[src/rtl/ssd_bin2bcd.sv]
// Sequential binary-to-BCD converter (shift-add-3, one iteration per clock)
// feeding the seven-segment controller's digit inputs and enable mask.
module ssd_bin2bcd #(
    parameter int unsigned WIDTH    = 14,
    parameter int unsigned BLANK_LZ = 1
) (
    input  logic             stateClk,
    input  logic             rst,
    input  logic             start,
    input  logic [WIDTH-1:0] value,
    output logic             busy,
    output logic             done,
    output logic             overflow,
    output logic [3:0]       digit0,
    output logic [3:0]       digit1,
    output logic [3:0]       digit2,
    output logic [3:0]       digit3,
    output logic [3:0]       mode
);

    localparam int unsigned CW      = (WIDTH > 1) ? $clog2(WIDTH) : 1;
    localparam int unsigned BW      = 16;
    localparam int unsigned MAX_BCD = 9999;

    typedef enum logic [1:0] {
        S_IDLE   = 2'd0,
        S_SHIFT  = 2'd1,
        S_FINISH = 2'd2
    } state_t;

    state_t           r_state;
    logic [WIDTH-1:0] r_sr;
    logic [BW-1:0]    r_bcd;
    logic [CW-1:0]    r_cnt;
    logic             r_ovf;
    logic             r_busy;
    logic             r_done;
    logic             r_overflow;
    logic [3:0]       r_digit0;
    logic [3:0]       r_digit1;
    logic [3:0]       r_digit2;
    logic [3:0]       r_digit3;
    logic [3:0]       r_mode;

    logic [BW-1:0]    w_bcd_adj;
    logic [3:0]       w_nz;
    logic [3:0]       w_mask;
    logic             w_start_ovf;

    // Add 3 to every nibble >= 5 ahead of the shift.
    always_comb begin
        w_bcd_adj = r_bcd;
        for (int i = 0; i < 4; i++) begin
            if (r_bcd[4*i +: 4] >= 4'd5) begin
                w_bcd_adj[4*i +: 4] = r_bcd[4*i +: 4] + 4'd3;
            end
        end
    end

    // Leading-zero blanking mask from the finished accumulator.
    always_comb begin
        w_nz = 4'b0000;
        for (int i = 0; i < 4; i++) begin
            w_nz[i] = (r_bcd[4*i +: 4] != 4'd0);
        end
        if (BLANK_LZ == 0) begin
            w_mask = 4'b1111;
        end else begin
            w_mask[3] = w_nz[3];
            w_mask[2] = w_nz[3] | w_nz[2];
            w_mask[1] = w_nz[3] | w_nz[2] | w_nz[1];
            w_mask[0] = 1'b1;
        end
    end

    assign w_start_ovf = (32'(value) > 32'(MAX_BCD));

    always_ff @(posedge stateClk or posedge rst) begin
        if (rst) begin
            r_state    <= S_IDLE;
            r_sr       <= '0;
            r_bcd      <= '0;
            r_cnt      <= '0;
            r_ovf      <= 1'b0;
            r_busy     <= 1'b0;
            r_done     <= 1'b0;
            r_overflow <= 1'b0;
            r_digit0   <= 4'd0;
            r_digit1   <= 4'd0;
            r_digit2   <= 4'd0;
            r_digit3   <= 4'd0;
            r_mode     <= 4'b0001;
        end else begin
            r_done <= 1'b0;
            case (r_state)
                S_IDLE: begin
                    if (start) begin
                        r_sr    <= value;
                        r_bcd   <= '0;
                        r_cnt   <= '0;
                        r_ovf   <= w_start_ovf;
                        r_busy  <= 1'b1;
                        r_state <= S_SHIFT;
                    end
                end
                S_SHIFT: begin
                    r_bcd <= (w_bcd_adj << 1) | BW'(r_sr[WIDTH-1]);
                    r_sr  <= r_sr << 1;
                    r_cnt <= r_cnt + CW'(1);
                    if (r_cnt == CW'(WIDTH - 1)) begin
                        r_state <= S_FINISH;
                    end
                end
                S_FINISH: begin
                    if (r_ovf) begin
                        r_digit0 <= 4'hF;
                        r_digit1 <= 4'hF;
                        r_digit2 <= 4'hF;
                        r_digit3 <= 4'hF;
                        r_mode   <= 4'b1111;
                    end else begin
                        r_digit0 <= r_bcd[3:0];
                        r_digit1 <= r_bcd[7:4];
                        r_digit2 <= r_bcd[11:8];
                        r_digit3 <= r_bcd[15:12];
                        r_mode   <= w_mask;
                    end
                    r_overflow <= r_ovf;
                    r_done     <= 1'b1;
                    r_busy     <= 1'b0;
                    r_state    <= S_IDLE;
                end
                default: begin
                    r_state <= S_IDLE;
                    r_busy  <= 1'b0;
                end
            endcase
        end
    end

    assign busy     = r_busy;
    assign done     = r_done;
    assign overflow = r_overflow;
    assign digit0   = r_digit0;
    assign digit1   = r_digit1;
    assign digit2   = r_digit2;
    assign digit3   = r_digit3;
    assign mode     = r_mode;

endmodule

[config.mk]
export PLATFORM = sky130hd
export DESIGN_NAME = ssd_bin2bcd
export DESIGN_NICKNAME = d
export VERILOG_FILES = /design/src/rtl/ssd_bin2bcd.sv
export SDC_FILE = /design/constraint.sdc
export NUM_CORES = 1
export LEC_CHECK = 0
export CORE_UTILIZATION = 54
export DETAILED_ROUTE_END_ITERATION = 12
export PLACE_DENSITY_LB_ADDON = 0.2
export RECOVER_POWER = 25
export SYNTH_ARGS = -nofsm -noshare
export SYNTH_HDL_FRONTEND = slang
export SYNTH_SLANG_ARGS = --single-unit
[constraint.sdc]
create_clock -name stateClk -period 2.63 [get_ports stateClk]
set_clock_uncertainty 0.15 [all_clocks]
set_input_delay 0.6575 -clock stateClk [delete_from_list [all_inputs] [get_ports stateClk]]
set_output_delay 0.6575 -clock stateClk [all_outputs]
set_load 0.005 [all_outputs]
Word level (Yosys, flattened, before mapping) --
Cells that the tools add are included.
Operators by class: equality and inequality tests 5, reduce and logical (&&, ||, !) cells 9, add/sub/neg operators 5, bitwise gates (word level) 4, magnitude comparators 5, mux-type cells 21
Operators with widths (count):
- $mux 4 | 9
- $pmux 16 s2 | 1
- $pmux 14 s2 | 1
- $ge 4x3->1 const B | 4
- $mux 16 | 1
- $or 16x1->16 | 1
- $gt 14x14->1 const B | 1
- $mux 14 | 1
- $add 4x2->4 const B | 3
- $reduce_bool 4->1 | 3
- $pmux 4 s2 | 1
- $reduce_and 2->1 | 4
- $add 4x1->4 const B | 1
- $eq 4x4->1 const B | 1
- $mux 2 | 2
- $ne 2x2->1 const B | 2
- $pmux 2 s2 | 1
- $add 3x2->3 const B | 1
- $mux 3 | 1
- $eq 2x1->1 const B | 1
- $eq 2x2->1 const B | 1
- $logic_not 2->1 | 1
- $mux 1 | 2
- $or 1x1->1 | 2
- 3 further kinds | 3
Word-level totals: bits of input ports 17, bits in registers 60, output and inout port bits 23, logic and storage cells 62

Logic depth before layout (Yosys ltp) --
depth in word-level cells 4, depth in mapped cells 6, mapped depth without buffers 6

Worst setup path after synthesis --
Ideal clock, no wire load.
path kind input port to flip-flop, start point input start, end point register r_bcd[15], data required time 2.358 ns, data arrival time 1.273 ns, buffers on the path 1, setup slack 1.085 ns, stages on the path 5, cells stage by stage nor2_1 nor2_2 buf_2 o31ai_1 a32o_1
On the way: longest elaborated chain between the ends 2
Ends and longest elaborated chain:
- start, declared | line 9 | input logic start,
- $ne 2x2->1 (no source line)
- $reduce_and 2->1 (no source line)
- end signal, assigned | line 107 | r_bcd <= (w_bcd_adj << 1) | BW'(r_sr[WIDTH-1]);
- end, declared | line 33 | logic [BW-1:0] r_bcd;
Every way passes these cells. A chain may end at the register's enable or synchronous reset.

Worst setup path in the final report --
start point register r_digit0[0], in the netlist digit0[0], end point output digit0[0]
RTL lines:
- start, declared | line 39 | logic [3:0] r_digit0;
- start signal, assigned | line 122 | r_digit0 <= r_bcd[3:0];
- end, declared | line 14 | output logic [3:0] digit0,
No word-level cell between the ends.

==> summary.txt <==
Outcome
  – Outcome: finished clean

GRT
  – Number of global-route vias before repair: 2056
  – First-pass GRT wire length: 9.30 mm
  – Total Routing Usage GR: 0.225
  – Pin count of the biggest net entering global routing: 60
  – Initial antenna violation count: 0
  – GRT overflow: 0

Clock network
  – Reg clk slew, reported paths: 0.06 ns
  – Setup Fix Bufs, Post-CTS: 0
  – Htree depth: 3
  – Root buffer cell: clkbuf_8
  – CTS tree: built
  – Clock Path Buffers: 2
  – TritonCTS Buffers: 9
  – Clk Latency, worst-skew pair: 0.33 ns
  – Post-CTS Hold Buffers: 0
  – Clk sinks: 59
  – CTS resizes: 0

Setup path
  – Slowest CP cell: clkdlybuf4s50_1
  – Critical path type: reg2out
  – CP Cell Sequence: clkdlybuf4s50_1
  – Family with the most delay on the worst path: buffers and inverters
  – Critical Path RT: 1.82 ns
  – CP arrival: 1.19 ns
  – Crit. End Element: output port
  – WP buf/inv: 1
  – Crit path max fanout: 2
  – Critical path's largest stage delay: 0.51 ns
  – Setup crit start kind: flop

Final layout
  – Final Non-Filler Cells: 407
  – Storage cell area: 0.00148 mm^2
  – Multi-input logic area: 0.00125 mm^2
  – Layout cells sized above 1: 0.0979
  – Util after Layout: 0.695
  – Inserted Diodes: 0
  – Layout fillers: 420
  – Area grow syn2layout: 23.4%
  – Nets: 363

Floorplan
  – Placeable Area: 0.00511 mm^2
  – Top-level port count: 40
  – Site Rows: 26
  – Die Span Y: 75.0 um
  – Starting Density: 0.563
  – Full die area: 0.00562 mm^2
  – Die X: 75.0 um

Routing
  – DRC errors left: 0
  – Drt first pass iters: 4
  – Vias per inst: 5.46
  – Antenna Violating Nets Remaining: 0
  – First DRT Iteration DRCs: 133
  – Routed vias: 2221
  – DRT Wirelength: 5.59 mm
  – Routed WL per cell: 13.7 um

Timing
  – Final setup violation count: 0
  – Fin crit share: 0.758
  – Post-layout min period: 1.99 ns
  – Fmax: 0.501 GHz
  – Worst hold slack: 0.326 ns
  – RSZ-0062 raised after global routing: no
  – Setup TNS: 0 ns
  – Fin. max-slew vios: 0
  – Endpoints failing hold: 0

Synthesis
  – Post-synth top flop: dfrtp_1
  – Yosys top cell by area: dfrtp_1
  – Synth top area share: 0.513
  – Post-synth EDFFs: 0
  – Yosys cell types: 37
  – Mapped Cells: 290
  – Synthesized Nets: 320
  – Synth Warn #: 0
  – Syn Std Cell Area: 0.00288 mm^2
  – Synth top area cells: dfrtp_1 51%, ha_1 5.7%, o21ai_0 4.7%, a21oi_1 3.5%, a22oi_1 3.1%
  – Register bit total from synthesis: 59
  – Asr flop ratio synth: 1.00
  – Mean post-synth cell area: 9.92 um^2
  – Sequential share of the synthesized area: 0.513

Placement
  – Placed cells: 392
  – Dpl hpwl: 3.83 mm
  – PortBufs: 38
  – Global placer's final weighted congestion: 0.770

Power and ir drop
  – Internal power: 0.00263 W
  – Maximum VDD drop: 0.000619 V
  – Switching part of the total: 0.354
  – Pwr/cell area: 1150 mW/mm^2
  – Net Switching: 0.00144 W
  – Leak Pwr: 1.60 nW
  – Comb pwr share: 0.411
  – Sequential power share: 0.390
  – Overall power: 0.00407 W
  – Clk pwr share: 0.199

Worst hold path
  – Hold Crit Class: reg2reg

Job
  – Max cap viols: 0
final cells by class:
class | instances | share of cell area
Tap cell | 70 | 0.0247
Timing Repair Buffer | 51 | 0.138
Multi-Input combinational cell | 199 | 0.353
Clock inverter | 2 | 0.00987
Clock buffer | 13 | 0.0448
Inverter | 13 | 0.0137
Sequential cell | 59 | 0.416
worst paths after layout:
check,depth (start not counted),to,slack [ns],from
max,1,digit0[0],0.64,digit0[0]
min,2,digit2[2],0.33,digit2[2]
max reg2reg,6,r_bcd[10],0.91,r_bcd[8]
min reg2reg,2,digit2[2],0.33,digit2[2]
max in group asynchronous,3,r_sr[12],1.38,rst
min in group asynchronous,3,mode[1],0.71,rst
cell usage after synthesis, drive strengths merged (5+ instances only):
library cell / instances
dfrtp: 59
o21ai: 42
nand2: 24
a21oi: 20
nor2: 20
buf: 14
nor2b: 14
ha: 13
inv: 13
a22oi: 12
o22ai: 8
nand2b: 7
clkbuf: 5
o31ai: 5
placed cells by master (no fill, tap or decap), types with 2 or more instances in the layout:
cell type | netlist | final
dfrtp_1 | 59 | 59
clkdlybuf4s50_1 | 0 | 37
o21ai_0 | 27 | 27
nand2_1 | 24 | 24
a21oi_1 | 20 | 20
nor2_1 | 19 | 19
o21ai_1 | 15 | 15
nor2b_1 | 14 | 14
ha_1 | 13 | 13
inv_1 | 12 | 12
a22oi_1 | 12 | 12
buf_4 | 2 | 12
clkbuf_8 | 0 | 11
o22ai_1 | 8 | 8
nand2b_1 | 7 | 7
o31ai_1 | 5 | 5
xnor2_1 | 4 | 4
mux2i_1 | 4 | 4
a22o_1 | 4 | 4
a32o_1 | 4 | 4
nand3_1 | 3 | 3
nor3b_1 | 3 | 3
mux2_2 | 2 | 2
clkbuf_1 | 5 | 2
power groups by stage:
stage	registers, W	clock network, W	logic (W)
finish	0.00158	0.000810	0.00167
global placement	0.00158	0	0.00163
detailed placement	0.00159	0	0.00168
global route	0.00164	0.000860	0.00190
CTS	0.00158	0.000828	0.00169
floorplan	0.00153	0	0.00115
stage by stage:
stage	worst slack (ns)	cell area, um^2
final	0.635	3550
after global routing	0.576	3550
after CTS	0.610	3550
after detailed placement	0.409	3360
after global placement	0.493	3360
after floorplan	0.366	2880
cells by family after synthesis:
| group | after synthesis | share of synthesized area |
|---|---|---|
| buffers and inverters | 32 | 0.0513 |
| multiplexers | 6 | 0.0217 |
| AND/OR/NAND/NOR | 80 | 0.148 |
| AO/OA/AOI/OAI | 95 | 0.196 |
| flip-flops | 59 | 0.513 |
| XOR/XNOR | 4 | 0.0122 |
| adder cells (fa/ha/maj) | 13 | 0.0565 |
| other | 1 | 0.00130 |
worst reg2reg max path, delay by kind of cell, from the launching register on:
kind	cells	cell delay, ns
AOI/OAI and AO/OA	2	0.47
muxes	1	0.12
DFF	1	0.41
adders and majority gates	1	0.22
and+or+nand+nor	1	0.09
buffers and inverters	1	0.15
state kept, by name, summed over array words and instances (netlist names):
signal	cells
r_ovf	1
r_cnt	4
r_sr	14
digit1	4
r_bcd	16
r_state	2
digit0	4
digit3	4
overflow	1
mode	3
done	1
busy	1
digit2	4
layer usage:
| layer | track usage | vias to the layer above | routed length (um) |
|---|---|---|---|
| met2 | 0.367 | 41 | 2680 |
| li1 | - | 1097 | - |
| met5 | 0 | - | 0 |
| met4 | 0.113 | 0 | 104 |
| met1 | 0.291 | 1073 | 2630 |
| met3 | 0.0361 | 10 | 179 |
Note: power is estimated with default switching activity, not from simulation.
